<file path="src/rtl/exe_pkg.sv">
// Shared definitions for the execute stage: operation codes and FSM states.
package exe_pkg;

    localparam logic [5:0] OP_ADD    = 6'd0;
    localparam logic [5:0] OP_SUB    = 6'd1;
    localparam logic [5:0] OP_SLL    = 6'd2;
    localparam logic [5:0] OP_SLT    = 6'd3;
    localparam logic [5:0] OP_SLTU   = 6'd4;
    localparam logic [5:0] OP_XOR    = 6'd5;
    localparam logic [5:0] OP_SRL    = 6'd6;
    localparam logic [5:0] OP_SRA    = 6'd7;
    localparam logic [5:0] OP_OR     = 6'd8;
    localparam logic [5:0] OP_AND    = 6'd9;
    localparam logic [5:0] OP_LUI    = 6'd10;
    localparam logic [5:0] OP_MUL    = 6'd16;
    localparam logic [5:0] OP_MULH   = 6'd17;
    localparam logic [5:0] OP_MULHSU = 6'd18;
    localparam logic [5:0] OP_MULHU  = 6'd19;
    localparam logic [5:0] OP_DIV    = 6'd20;
    localparam logic [5:0] OP_DIVU   = 6'd21;
    localparam logic [5:0] OP_REM    = 6'd22;
    localparam logic [5:0] OP_REMU   = 6'd23;

    typedef enum logic [1:0] {
        ST_IDLE = 2'd0,
        ST_DIV  = 2'd1,
        ST_DONE = 2'd2
    } exe_state_e;

endpackage

</file>
<file path="src/rtl/exe_divider.sv">
// Radix-2 restoring divider on unsigned magnitudes, one quotient bit per cycle.
// start_i loads the operands; done_o pulses for one cycle with the final
// quotient/remainder. abort_i kills an iteration in flight.
module exe_divider #(
    parameter int XLEN = 32
) (
    input  logic            clk_i,
    input  logic            rst_i,
    input  logic            start_i,
    input  logic            abort_i,
    input  logic [XLEN-1:0] dividend_i,
    input  logic [XLEN-1:0] divisor_i,
    output logic            busy_o,
    output logic            done_o,
    output logic [XLEN-1:0] quot_o,
    output logic [XLEN-1:0] rem_o
);
    localparam int CW = $clog2(XLEN);

    logic [CW-1:0]   cnt_q;
    logic [XLEN-1:0] quo_q, rem_q, dsr_q;
    logic            busy_q, done_q;
    logic [XLEN:0]   rem_sh, diff;

    // Shift the next dividend bit into the partial remainder and trial-subtract.
    assign rem_sh = {rem_q, quo_q[XLEN-1]};
    assign diff   = rem_sh - {1'b0, dsr_q};

    // Iteration engine: quotient bits enter from the LSB as dividend bits leave the MSB.
    always_ff @(posedge clk_i or negedge rst_i) begin
        if (!rst_i) begin
            cnt_q  <= '0;
            quo_q  <= '0;
            rem_q  <= '0;
            dsr_q  <= '0;
            busy_q <= 1'b0;
            done_q <= 1'b0;
        end else begin
            done_q <= 1'b0;
            if (abort_i) begin
                busy_q <= 1'b0;
            end else if (start_i) begin
                quo_q  <= dividend_i;
                rem_q  <= '0;
                dsr_q  <= divisor_i;
                cnt_q  <= CW'(XLEN - 1);
                busy_q <= 1'b1;
            end else if (busy_q) begin
                if (!diff[XLEN]) begin
                    rem_q <= diff[XLEN-1:0];
                    quo_q <= {quo_q[XLEN-2:0], 1'b1};
                end else begin
                    rem_q <= rem_sh[XLEN-1:0];
                    quo_q <= {quo_q[XLEN-2:0], 1'b0};
                end
                if (cnt_q == '0) begin
                    busy_q <= 1'b0;
                    done_q <= 1'b1;
                end
                cnt_q <= cnt_q - 1'b1;
            end
        end
    end

    assign busy_o = busy_q;
    assign done_o = done_q;
    assign quot_o = quo_q;
    assign rem_o  = rem_q;

endmodule

</file>
<file path="src/rtl/execute_stage.sv">
// Execute stage: holds one instruction, single-cycle ALU/multiply, iterative
// divide, valid/ready on both sides, flush and a forwarding port to decode.
// Build option EXE_MULDIV_EN: when defined, multiply/divide/remainder are
// implemented; otherwise those ops complete in one cycle with result 0.
module execute_stage
    import exe_pkg::*;
#(
    parameter int XLEN     = 32,
    parameter int ALU_OP_W = 6,
    parameter int RD_W     = 5
) (
    input  logic                clk_i,
    input  logic                rst_i,
    input  logic                in_valid_i,
    output logic                in_ready_o,
    input  logic [ALU_OP_W-1:0] op_i,
    input  logic [XLEN-1:0]     src1_i,
    input  logic [XLEN-1:0]     src2_i,
    input  logic [RD_W-1:0]     rd_i,
    input  logic                gr_we_i,
    input  logic                res_from_mem_i,
    input  logic [XLEN-1:0]     pc_i,
    input  logic                flush_i,
    output logic                out_valid_o,
    input  logic                out_ready_i,
    output logic [XLEN-1:0]     result_o,
    output logic [RD_W-1:0]     rd_o,
    output logic                gr_we_o,
    output logic                res_from_mem_o,
    output logic [XLEN-1:0]     pc_o,
    output logic                busy_o,
    output logic                fwd_valid_o,
    output logic [RD_W-1:0]     fwd_rd_o,
    output logic [XLEN-1:0]     fwd_data_o
);
    localparam int SHW = $clog2(XLEN);

    exe_state_e      state_q;
    logic            valid_q, hshake, accept;
    logic [XLEN-1:0] result_q, pc_q, alu_res, fast_res, div_res;
    logic [RD_W-1:0] rd_q;
    logic            gr_we_q, rfm_q;
    logic            div_slow, div_done;
    logic [SHW-1:0]  shamt;

    assign valid_q     = (state_q != ST_IDLE);
    assign out_valid_o = (state_q == ST_DONE);
    assign hshake      = out_valid_o && out_ready_i;
    assign in_ready_o  = !valid_q || hshake;
    // An instruction offered alongside a flush is dropped.
    assign accept      = in_valid_i && in_ready_o && !flush_i;
    assign shamt       = src2_i[SHW-1:0];

    // Single-cycle integer ALU; LUI passes the pre-shifted immediate on src2.
    always_comb begin
        alu_res = '0;
        case (op_i)
            OP_ADD:  alu_res = src1_i + src2_i;
            OP_SUB:  alu_res = src1_i - src2_i;
            OP_SLL:  alu_res = src1_i << shamt;
            OP_SLT:  alu_res = {{(XLEN-1){1'b0}}, ($signed(src1_i) < $signed(src2_i))};
            OP_SLTU: alu_res = {{(XLEN-1){1'b0}}, (src1_i < src2_i)};
            OP_XOR:  alu_res = src1_i ^ src2_i;
            OP_SRL:  alu_res = src1_i >> shamt;
            OP_SRA:  alu_res = $signed(src1_i) >>> shamt;
            OP_OR:   alu_res = src1_i | src2_i;
            OP_AND:  alu_res = src1_i & src2_i;
            OP_LUI:  alu_res = src2_i;
            default: alu_res = '0;
        endcase
    end

`ifdef EXE_MULDIV_EN
    logic [2*XLEN-1:0] mul_a, mul_b, mul_p;
    logic              a_sgn, b_sgn, is_div, div_signed, div_rem;
    logic              a_neg, b_neg, div_by_zero, div_ovf, div_busy;
    logic [XLEN-1:0]   a_mag, b_mag, q_mag, r_mag, min_val;
    logic              neg_q_q, neg_r_q, rem_sel_q;

    // Sign- or zero-extend to 2*XLEN so one unsigned multiply serves all four ops.
    assign a_sgn = (op_i == OP_MULH) || (op_i == OP_MULHSU);
    assign b_sgn = (op_i == OP_MULH);
    assign mul_a = {{XLEN{a_sgn & src1_i[XLEN-1]}}, src1_i};
    assign mul_b = {{XLEN{b_sgn & src2_i[XLEN-1]}}, src2_i};
    assign mul_p = mul_a * mul_b;

    assign min_val     = {1'b1, {(XLEN-1){1'b0}}};
    assign is_div      = (op_i == OP_DIV) || (op_i == OP_DIVU) ||
                         (op_i == OP_REM) || (op_i == OP_REMU);
    assign div_signed  = (op_i == OP_DIV) || (op_i == OP_REM);
    assign div_rem     = (op_i == OP_REM) || (op_i == OP_REMU);
    assign a_neg       = div_signed & src1_i[XLEN-1];
    assign b_neg       = div_signed & src2_i[XLEN-1];
    assign a_mag       = a_neg ? -src1_i : src1_i;
    assign b_mag       = b_neg ? -src2_i : src2_i;
    assign div_by_zero = (src2_i == '0);
    assign div_ovf     = div_signed && (src1_i == min_val) && (src2_i == '1);
    // Zero divisor and MIN/-1 have fixed answers and bypass the iterations.
    assign div_slow    = is_div && !div_by_zero && !div_ovf;

    // Result available at accept: ALU, multiply and the divide corner cases.
    always_comb begin
        fast_res = alu_res;
        case (op_i)
            OP_MUL:                       fast_res = mul_p[XLEN-1:0];
            OP_MULH, OP_MULHSU, OP_MULHU: fast_res = mul_p[2*XLEN-1:XLEN];
            OP_DIV, OP_DIVU:              fast_res = div_by_zero ? '1 : min_val;
            OP_REM, OP_REMU:              fast_res = div_by_zero ? src1_i : '0;
            default:                      fast_res = alu_res;
        endcase
    end

    // Remember which result and which sign corrections the divide needs at the end.
    always_ff @(posedge clk_i or negedge rst_i) begin
        if (!rst_i) begin
            neg_q_q   <= 1'b0;
            neg_r_q   <= 1'b0;
            rem_sel_q <= 1'b0;
        end else if (accept) begin
            neg_q_q   <= a_neg ^ b_neg;
            neg_r_q   <= a_neg;
            rem_sel_q <= div_rem;
        end
    end

    assign div_res = rem_sel_q ? (neg_r_q ? -r_mag : r_mag)
                               : (neg_q_q ? -q_mag : q_mag);

    exe_divider #(.XLEN(XLEN)) u_div (
        .clk_i      (clk_i),
        .rst_i      (rst_i),
        .start_i    (accept && div_slow),
        .abort_i    (flush_i),
        .dividend_i (a_mag),
        .divisor_i  (b_mag),
        .busy_o     (div_busy),
        .done_o     (div_done),
        .quot_o     (q_mag),
        .rem_o      (r_mag)
    );

    assign busy_o = div_busy;
`else
    assign div_slow = 1'b0;
    assign div_done = 1'b0;
    assign div_res  = '0;
    assign fast_res = alu_res;
    assign busy_o   = 1'b0;
`endif

    // Stage control: flush wins, then accept, then drain, then divide completion.
    always_ff @(posedge clk_i or negedge rst_i) begin
        if (!rst_i) begin
            state_q  <= ST_IDLE;
            result_q <= '0;
            rd_q     <= '0;
            gr_we_q  <= 1'b0;
            rfm_q    <= 1'b0;
            pc_q     <= '0;
        end else if (flush_i) begin
            state_q <= ST_IDLE;
        end else if (accept) begin
            state_q  <= div_slow ? ST_DIV : ST_DONE;
            result_q <= fast_res;
            rd_q     <= rd_i;
            gr_we_q  <= gr_we_i;
            rfm_q    <= res_from_mem_i;
            pc_q     <= pc_i;
        end else if (hshake) begin
            state_q <= ST_IDLE;
        end else if ((state_q == ST_DIV) && div_done) begin
            state_q  <= ST_DONE;
            result_q <= div_res;
        end
    end

    assign result_o       = result_q;
    assign rd_o           = rd_q;
    assign gr_we_o        = gr_we_q;
    assign res_from_mem_o = rfm_q;
    assign pc_o           = pc_q;
    assign fwd_valid_o    = out_valid_o && gr_we_q && !rfm_q && (rd_q != '0);
    assign fwd_rd_o       = rd_q;
    assign fwd_data_o     = result_q;

endmodule

</file>
<file path="config.mk">
export PLATFORM = sky130hd
export DESIGN_NAME = execute_stage
export DESIGN_NICKNAME = d
export VERILOG_FILES = /design/src/rtl/exe_pkg.sv /design/src/rtl/exe_divider.sv /design/src/rtl/execute_stage.sv
export SDC_FILE = /design/constraint.sdc
export NUM_CORES = 1
export LEC_CHECK = 0
export ABC_AREA = 1
export ABC_CLOCK_PERIOD_IN_PS = 1880
export CORE_ASPECT_RATIO = 1.2
export CORE_MARGIN = 10
export CORE_UTILIZATION = 40
export DETAILED_ROUTE_END_ITERATION = 8
export DONT_BUFFER_PORTS = 1
export GPL_TIMING_DRIVEN = 0
export PLACE_DENSITY_LB_ADDON = 0.3
export REMOVE_ABC_BUFFERS = 1
export SLEW_MARGIN = 20
export SYNTH_ARGS = -nofsm -noshare
export SYNTH_HDL_FRONTEND = slang
export SYNTH_SLANG_ARGS = --single-unit
</file>
<file path="constraint.sdc">
create_clock -name clk_i -period 1.88 [get_ports clk_i]
set_input_delay 0 -clock clk_i [delete_from_list [all_inputs] [get_ports clk_i]]
set_output_delay 0 -clock clk_i [all_outputs]
set_load 0.01 [all_outputs]
</file>
==> results of run 1 <==
==> through the flow <==
step	util, %	instance area, um^2	instances	total power, mW	setup TNS (ns)
floorplan	-	12700	2405	3.93	-143.88
global placement	39.9	13300	2855	4.73	-310.03
detailed placement	40.2	13400	2860	4.78	-35.51
finish	43.6	14500	2930	6.61	0
global route	43.6	14500	2930	7.06	-0.0145
CTS	42.7	14200	2922	6.52	0
==> layout make-up <==
| type | count | area, um^2 |
|---|---|---|
| flip-flops and latches | 72 | 1800 |
| clock buffers | 9 | 225 |
| fillers | 3731 | 18800 |
| well taps | 450 | 563 |
| multi-input cells | 2026 | 10100 |
| clock inverters | 7 | 47.5 |
| inverters | 308 | 1230 |
| repair buffers | 57 | 592 |
| repair inverters | 1 | 11.3 |
==> how the worst max path moves through the flow <==
| stage | endpoint | cells past startpoint | start | slack, ns |
|---|---|---|---|---|
| after global placement | fwd_data_o[28] | 6 | state_q[1] | -4.42 |
| final | fwd_data_o[13] | 11 | op_i[5] | 0.05 |
| after CTS | fwd_data_o[24] | 15 | src1_i[0] | 0.0004 |
| after floorplan | fwd_data_o[15] | 6 | state_q[1] | -2.04 |
| after detailed placement | fwd_data_o[17] | 14 | src2_i[4] | -1.24 |
| after global routing | fwd_data_o[0] | 17 | src2_i[2] | -0.009 |
==> placed cells by master, fill, tap and decap left out, types with 2 or more instances in the layout <==
master	n
clkinv_2	4
o211ai_1	13
o21ai_0	53
or2_2	3
inv_2	7
a31oi_1	2
nand3b_1	8
clkinv_16	2
buf_8	3
o21bai_1	10
a21boi_0	3
nand4_1	24
nand2_2	11
nor2_2	17
nor3_1	25
a21o_1	3
clkinvlp_4	2
inv_1	293
dlygate4sd3_1	43
o22ai_1	25
a21oi_2	3
o21ai_1	15
or2_1	3
dfrtp_1	72
ha_4	6
o21ai_2	2
nor2_4	10
nand3_2	18
clkbuf_16	9
and2_1	16
fa_1	2
nor2_1	180
inv_8	4
buf_4	7
nand2_1	949
ha_1	76
o2111ai_1	2
a21oi_1	72
ha_2	18
nand3_1	450
==> worst register-to-register path: stages, from the launching register on <==
cell and delay, ns:
dfrtp_1 0.43, inv_1 0.09, nor2_1 0.07, nor3_4 0.26
buf_8 0.22, buf_8 0.19, inv_8 0.14, nand2_1 0.17
nand2_1 0.05
==> sequential cells by signal, indices dropped and copies added (netlist names) <==
| signal | flops |
|---|---|
| res_from_mem_o | 1 |
| fwd_data_o | 32 |
| pc_o | 32 |
| state_q | 1 |
| fwd_rd_o | 5 |
| gr_we_o | 1 |
==> cell families after synthesis <==
kind of cell             after synthesis  synth area share (%)
adder cells (fa/ha/maj)              102                  9.52
other                                  1                0.0276
flip-flops                            72                  13.3
AO/OA/AOI/OAI                        205                  8.50
AND/OR/NAND/NOR                     1717                  54.0
buffers and inverters                458                  14.7
==> timing repair <==
item,in CTS,in global routing
setup endpoints to repair,70,69
hold endpoints to repair,117,0
buffers inserted,2,6
pin swaps,1,9
resized for setup,28,61
hold buffers,44,0
cloned,0,2
==> power groups by stage <==
stage	sequential (mW)	combinational (mW)	clock, mW
2_1_floorplan	1.98	1.95	0
3_3_place_gp	2.04	2.69	0
3_5_place_dp	2.04	2.74	0
4_1_cts	2.01	2.90	1.61
5_1_grt	2.04	3.37	1.66
6_report	2.01	3.05	1.55
==> per-layer routing <==
metal | routed length (um) | GRT usage (%) | vias to the layer above
li1 | - | - | 7953
met1 | 24600 | 34.6 | 7820
met2 | 30300 | 48.7 | 936
met3 | 6000 | 4.45 | 178
met4 | 3710 | 14.2 | 2
met5 | 12 | 0 | -
==> results.ini, run 1 <==
[status]
status=finished, final reports clean

[timing]
fin_skew_ns=0.00644
final-setup-viol-count=0
hold_viol_final=0
holdWs_ns=0.0466
fin_crit_sh_pct=97.4
fin_ws_ns=0.0482
min_period_ns=1.83
rsz0062_at_grt=true
slew_headroom_pct=16.9
final_max_slew_viol_count=0
fmax_ghz=0.546
worst_pin_slew_ns=1.24

[worst_hold_path]
hp-class=input port to register
min_to=fwd_data_o[4]
min_delay_path_depth=6
hold_start=src2_i[4]

[floorplan]
die_h_um=222
num_rows=73
initial_core_util_pct=40.7
core_um2=33300
dieArea_um2=41700
num_io_pins=226
die_w_um=188

[power_and_ir_drop]
p_switching_mw=3.04
ir_drop_mv=0.437
power_density_nw_per_um2=455
p_leak_nw=7.91
swShare_pct=46.1
intPower_mw=3.56
p_clk_share_pct=23.4
seqPwrFrac_pct=30.4
power_frac_comb_pct=46.2

[clocking]
cts_tree=built
worstSkewPairLatency_ns=0.34
clock_path_buffers=2
cts_root_buf=clkbuf_16
cts_buffers=9
clk_pin_slew_ns=0.06
htree_levels=3
cts_sinks=72

[critical_path]
cp_top_family=simple AND/OR/NAND/NOR gates
cp-end-kind=register
critPathMostFrequentCell=nand2_1
regToRegEndpoint=fwd_data_o[23]
r2r_slack_ns=0.14
crit_type=input port to register
slowest_delay_ns=0.66
reg2reg_from=state_q[1]
reg2reg_depth=8
required_ns=2.15
path_buf_inv=1
cp.arrival_ns=2.11
cp_slowest_cell=nor2_4
path_cells=nor2_4, nand2_1, inv_1, nand2_2, nor2_4, nand3_2, nand3_1, a21oi_1, nand3b_1, nand2_1, nand2_1
worstPathMaxFanout=26
cp-start-kind=input port

[place]
numPortBuffers=0
place_ws_ns=-1.24
place.gp.congestion=1.02
dp_hpwl_um=50600

[global_routing]
grt_pass1_wl_um=93200
antenna_found_initial=1
global_route.usage.total_pct=28.8
grt_max_degree=75
grt.overflow.total=0
grt_pass1_vias=15600

[logic_synthesis]
ys.flop_type=dfrtp_1
synth-seq-cells=72
syn_area_um2=13600
synthTopCellsByArea=nand2_1, nand3_1, dfrtp_1, ha_1, inv_1
ys_warn_count=0
yosysMostFrequentCell=nand2_1
ys_types=44
ys_seq_area_share_pct=13.3
synth_common_cells=nand2_1, nand3_1, inv_1
synth_area_leader_cell=nand2_1
synth_top_area_share_pct=26.5
avgSynthCellArea_um2=5.31
postSynthCellCount=2555
synth-async-reset-ratio_pct=100
synth_edf_count=0

[layout]
num_antenna_cells=0
drive_gt1_share_pct=5.48
nets=2691
area_delta_synth_final_pct=7.12

[route]
totalWireLength_um=64600
drc=0
first_pass_iters=8
viasPerCell=5.76
drtAntennaViolNets=0
vias=16900
drt_iter0_markers=1948
wl_per_cell_um=22.1

[flow_run]
drv_cap=0

Note: power is estimated with default switching activity, not from simulation.
==> inputs of run 2 (changes only) <==
Settings changed: RECOVER_POWER set to 50.
==> run 2 against run 1 <==
Against the previous run:
- worst setup slack worse by 0.044 ns
- sequential power about the same
- via count unchanged
- sequential cell count unchanged
- clock-buffer cell count unchanged
- clock power about the same
- total power down 0.21%
- utilization down 0.060 points
- largest cell class unchanged
- largest power group unchanged
==> results.ini, run 2 (synthesis results as in run 1) <==
[status]
status=finished, final reports clean  ; unchanged

[timing]
fmax_ghz=0.533  ; was 0.546 GHz
fin_ws_ns=0.00384  ; was 0.0482 ns
rsz0062_at_grt=true  ; unchanged
hold_viol_final=0  ; unchanged
slew_headroom_pct=18.9  ; was 16.9%
holdWs_ns=0.0573  ; was 0.0466 ns
tns_ns=0  ; unchanged
min_period_ns=1.88  ; was 1.83 ns
fin_skew_ns=0.00828  ; was 0.00644 ns
worst_pin_slew_ns=1.21  ; was 1.24 ns
fin_crit_sh_pct=99.8  ; was 97.4%
final-setup-viol-count=0  ; unchanged
final_max_slew_viol_count=0  ; unchanged

[global_routing]
global_route.usage.total_pct=28.8  ; unchanged
grt_pass1_vias=15600  ; unchanged
grt.overflow.total=0  ; unchanged
antenna_found_initial=1  ; unchanged
grt_pass1_wl_um=93200  ; unchanged
grt_max_degree=75  ; unchanged

[route]
viasPerCell=5.76  ; unchanged
totalWireLength_um=64700  ; was 64600 um
drtAntennaViolNets=0  ; unchanged
first_pass_iters=6  ; was 8
wl_per_cell_um=22.1  ; about the same
vias=16900  ; unchanged
drt_iter0_markers=2144  ; was 1948
drc=0  ; unchanged

[flow_run]
drv_cap=0  ; unchanged

[critical_path]
path_cells=clkinv_16, ha_4, clkbuf_2, nor2_1, nand2_1, nand3_2, nand3_1, nand2_2, nand2_1, nand2_1, nand2_1, nand2_2, nand2_1, nand3_1, nand2_1, nand2_1, nand2_1  ; was nor2_4, nand2_1, inv_1, nand2_2, nor2_4, nand3_2, nand3_1, a21oi_1, nand3b_1, nand2_1, nand2_1
slowest_delay_ns=0.30  ; was 0.66 ns
required_ns=2.11  ; was 2.15 ns
cp_top_family=simple AND/OR/NAND/NOR gates  ; unchanged
path_buf_inv=2  ; was 1
reg2reg_from=state_q[1]  ; unchanged
regToRegEndpoint=fwd_data_o[23]  ; unchanged
r2r_slack_ns=0.14  ; about the same
crit_type=input port to register  ; unchanged
worstSetupPathDepth=17  ; was 11
cp.arrival_ns=2.11  ; about the same
cp-start-kind=input port  ; unchanged
reg2reg_depth=8  ; unchanged
cp_slowest_cell=ha_4  ; was nor2_4
cp-end-kind=register  ; unchanged
worstPathMaxFanout=66  ; was 26
critPathMostFrequentCell=nand2_1  ; unchanged

[place]
numPortBuffers=0  ; unchanged
place.gp.congestion=1.02  ; unchanged
placed_area_um2=13400  ; unchanged
place_ws_ns=-1.24  ; unchanged
dp_hpwl_um=50600  ; unchanged

[power_and_ir_drop]
p_leak_nw=7.90  ; was 7.91 nW
ir_drop_mv=0.440  ; was 0.437 mV
finalPower_mw=6.59  ; was 6.61 mW
power_density_nw_per_um2=454  ; was 455 nW/um^2

[clocking]
cts_tree=built  ; unchanged
clock_path_buffers=2  ; unchanged
worstSkewPairLatency_ns=0.34  ; about the same
cts_root_buf=clkbuf_16  ; unchanged
clk_pin_slew_ns=0.06  ; about the same
cts_sinks=72  ; unchanged
cts_buffers=9  ; unchanged
htree_levels=3  ; unchanged

[floorplan]
die_w_um=188  ; unchanged
die_h_um=222  ; unchanged
core_um2=33300  ; unchanged
initial_core_util_pct=40.7  ; unchanged
dieArea_um2=41700  ; unchanged
num_rows=73  ; unchanged
num_io_pins=226  ; unchanged

[worst_hold_path]
hp-class=input port to register  ; unchanged
hold_start=src2_i[4]  ; unchanged
min_to=fwd_data_o[4]  ; unchanged
min_delay_path_depth=6  ; unchanged

[layout]
num_antenna_cells=0  ; unchanged
drive_gt1_share_pct=5.48  ; unchanged
layout_commonest_cell=nand2_1  ; unchanged
fin_area_um2=14500  ; about the same
area_delta_synth_final_pct=6.97  ; was 7.12%
final_cell_mix=nand2_1, nand3_1, inv_1  ; unchanged
nets=2691  ; unchanged

run 2: how the worst max path moves through the flow:
| stage | slack [ns] | start | to |
|---|---|---|---|
| after global placement | -4.42 | state_q[1] | fwd_data_o[28] |
| after CTS | 0.0004 | src1_i[0] | fwd_data_o[24] |
| after detailed placement | -1.24 | src2_i[4] | fwd_data_o[17] |
| final | 0.004 | src2_i[2] | fwd_data_o[0] |
| after floorplan | -2.04 | state_q[1] | fwd_data_o[15] |
| after global routing | -0.009 | src2_i[2] | fwd_data_o[0] |
run 2: metal layers:
metal / track usage (%) / share of wire, % / vias up
met2: 48.7 / 47 / 935
met5: 0 / 0.019 / -
met1: 34.6 / 38 / 7828
met4: 14.2 / 5.6 / 2
met3: 4.45 / 9.3 / 179
li1: - / - / 7945
run 2: power by group:
part	internal (mW)	total [mW]	leakage, nW	switching, mW
sequential	1.73	2.01	0.936	0.281
combinational	0.943	3.04	6.84	2.10
clock	0.890	1.54	0.132	0.652
run 2: per-stage QoR:
step	std cells	util, %
after global placement	2855	39.9
after detailed placement	2860	40.2
final	2930	43.5
after CTS	2922	42.7
after floorplan	2405	-
after global routing	2930	43.5
run 2: worst reg2reg max path, cell delays in order, from the launching register on:
cell,delay (ns)
dfrtp_1,0.44
inv_1,0.09
nor2_1,0.07
nor3_4,0.26
buf_8,0.22
buf_8,0.19
inv_8,0.14
nand2_1,0.16
nand2_1,0.05
run 2: final cells by class:
type | count | area (um^2)
clock inverter | 7 | 47.5
fill | 3733 | 18800
tap | 450 | 563
sequential | 72 | 1800
timing repair inverter | 1 | 11.3
inverter | 308 | 1230
multi-input combinational | 2026 | 10100
timing repair buffer | 57 | 572
clock buffer | 9 | 225
run 2: timing repair:
item / 4_1_cts / 5_1_grt
pin swaps: 1 / 9
hold buffers: 44 / 0
endpoints found under the setup margin: 70 / 69
cloned: 0 / 2
hold endpoints to repair: 117 / 0
buffers inserted: 2 / 6
resized for setup: 28 / 61
==> inputs of run 3 (changes only) <==
Settings changed: CORE_UTILIZATION 40 to 45.
==> run 3 against run 2 <==
Against the previous run:
- the flow now finishes with violations (setup timing)
- fmax down 0.69%
- global-route usage up 2.8 points
- register-to-register slack worse by 0.04 ns
- worst setup slack worse by 0.013 ns
- first-iteration DRC count down 8.9%
- combinational power about the same
- non-clock buffer count up 1
==> results.ini, run 3 (synthesis results as in run 1) <==
[critical_path]
cp-start-kind=input port  ; unchanged
cp-end-kind=register  ; unchanged
cp.arrival_ns=2.16  ; was 2.11 ns
worstPathMaxFanout=14  ; was 66
crit_type=input port to register  ; unchanged
required_ns=2.15  ; was 2.11 ns

[timing]
fmax_ghz=0.529  ; was 0.533 GHz
final_max_slew_viol_count=0  ; unchanged
rsz0062_at_grt=true  ; unchanged
tns_ns=-0.00924  ; was 0 ns
min_period_ns=1.89  ; was 1.88 ns
fin_skew_ns=0.00819  ; was 0.00828 ns
fin_ws_ns=-0.00924  ; was 0.00384 ns
worst_pin_slew_ns=1.13  ; was 1.21 ns
hold_viol_final=0  ; unchanged
final-setup-viol-count=1  ; was 0
slew_headroom_pct=24.5  ; was 18.9%
fin_crit_sh_pct=100  ; was 99.8%

[floorplan]
initial_core_util_pct=45.7  ; was 40.7%
die_w_um=179  ; was 188 um
dieArea_um2=37500  ; was 41700 um^2
num_rows=69  ; was 73
die_h_um=210  ; was 222 um
num_io_pins=226  ; unchanged
core_um2=29700  ; was 33300 um^2

[power_and_ir_drop]
ir_drop_mv=0.820  ; was 0.440 mV
p_leak_nw=7.96  ; was 7.90 nW
finalPower_mw=7.08  ; was 6.59 mW
power_density_nw_per_um2=485  ; was 454 nW/um^2

[route]
drt_iter0_markers=1954  ; was 2144
totalWireLength_um=62700  ; was 64700 um
wl_per_cell_um=21.8  ; was 22.1 um
drtAntennaViolNets=0  ; unchanged
viasPerCell=5.90  ; was 5.76
first_pass_iters=7  ; was 6
vias=16900  ; about the same
drc=0  ; unchanged

[clocking]
clock_path_buffers=2  ; unchanged
cts_tree=built  ; unchanged
clk_pin_slew_ns=0.06  ; about the same
cts_sinks=72  ; unchanged
worstSkewPairLatency_ns=0.33  ; was 0.34 ns
cts_root_buf=clkbuf_16  ; unchanged
htree_levels=3  ; unchanged
cts_buffers=9  ; unchanged

[status]
violations=setup timing
status=finished, violations left  ; was finished, final reports clean

[global_routing]
grt.overflow.total=0  ; unchanged
global_route.usage.total_pct=31.6  ; was 28.8%
grt_max_degree=75  ; unchanged
grt_pass1_wl_um=92200  ; was 93200 um
antenna_found_initial=0  ; was 1
grt_pass1_vias=15900  ; was 15600

[place]
dp_hpwl_um=48800  ; was 50600 um
dp_cells=2799  ; was 2860
place.gp.congestion=1.03  ; was 1.02
numPortBuffers=0  ; unchanged
placed_area_um2=13300  ; was 13400 um^2

[layout]
final_cell_mix=nand2_1, nand3_1, inv_1  ; unchanged
fin_cells=2871  ; was 2930
drive_gt1_share_pct=5.85  ; was 5.48%
layout_commonest_cell=nand2_1  ; unchanged
area_delta_synth_final_pct=7.67  ; was 6.97%
nets=2691  ; unchanged
n_fill_cell=3249  ; was 3733
fin_area_um2=14600  ; was 14500 um^2

[flow_run]
drv_cap=0  ; unchanged

[worst_hold_path]
hp-class=input port to register  ; unchanged

[run 3: cell count changes in the layout (fill, tap and decap cells not counted), sizes merged]
cell,previous run,this run
clkinvlp,2,0
buf,12,13
inv,306,304
bufinv,0,3
diode,0,1
[run 3: path summary, 6_finish.rpt]
path                       startpoint            end  slack (ns)  depth (start not counted)
max                           op_i[1]  fwd_data_o[6]      -0.009                         11
min                         src2_i[4]  fwd_data_o[2]        0.06                          6
max reg2reg                state_q[1]       pc_o[18]        0.10                          9
min reg2reg                  pc_o[12]       pc_o[12]        0.54                          2
max in group asynchronous       rst_i     state_q[1]        0.76                          2
min in group asynchronous       rst_i  fwd_data_o[4]        0.39                          2
[run 3: area by class of cell]
type                    instances  area, um^2  share of cell area [%]
clock buffers                   9         225                    1.54
diodes                          1        2.50                  0.0171
clock inverters                 7         128                   0.873
inverters                     308        1240                    8.48
well taps                     390         488                    3.34
repair buffers                 58         614                    4.20
flip-flops and latches         72        1800                    12.3
multi-input cells            2026       10100                    69.2
[run 3: what timing repair did]
item	CTS	global route
cloned	0	2
hold buffers	44	0
buffers inserted	2	7
gates resized for setup	33	73
pin swaps	1	6
endpoints found under the hold margin	115	0
endpoints found under the setup margin	70	70
[run 3: where the power goes]
group	switching, mW	internal (mW)	leakage, nW	total [mW]
clock network	0.708	1.31	0.172	2.02
registers	0.285	1.72	0.935	2.01
logic	2.09	0.958	6.85	3.05
total	3.08	4.00	7.96	7.08
[run 3: routing by layer]
layer / part of all wire (%) / vias up / global-route usage (%)
met1: 37 / 7850 / 37.5
met4: 6.8 / 0 / 20.0
met2: 46 / 935 / 52.3
met3: 9.9 / 203 / 4.81
li1: - / 7960 / -
met5: 0 / - / 0
[run 3: per-stage QoR]
step                worst slack, ns  utilization (%)  hold slack (ns)
global placement              -4.08             44.5           -0.293
finish                     -0.00924             49.2           0.0642
CTS                        0.000611             48.0           0.0350
floorplan                     -2.04                -           -0.296
global route                -0.0391             49.2           0.0973
detailed placement            -1.07             44.8           -0.293
[run 3: worst max-delay path: stages]
cell,delay (ns)
nor2_1,0.25
nand2_1,0.30
nor2_4,0.55
inv_1,0.29
a21oi_1,0.18
o21ai_1,0.08
nand2_1,0.07
nor2_1,0.10
nand3_1,0.18
nand2_1,0.09
nand2_1,0.06
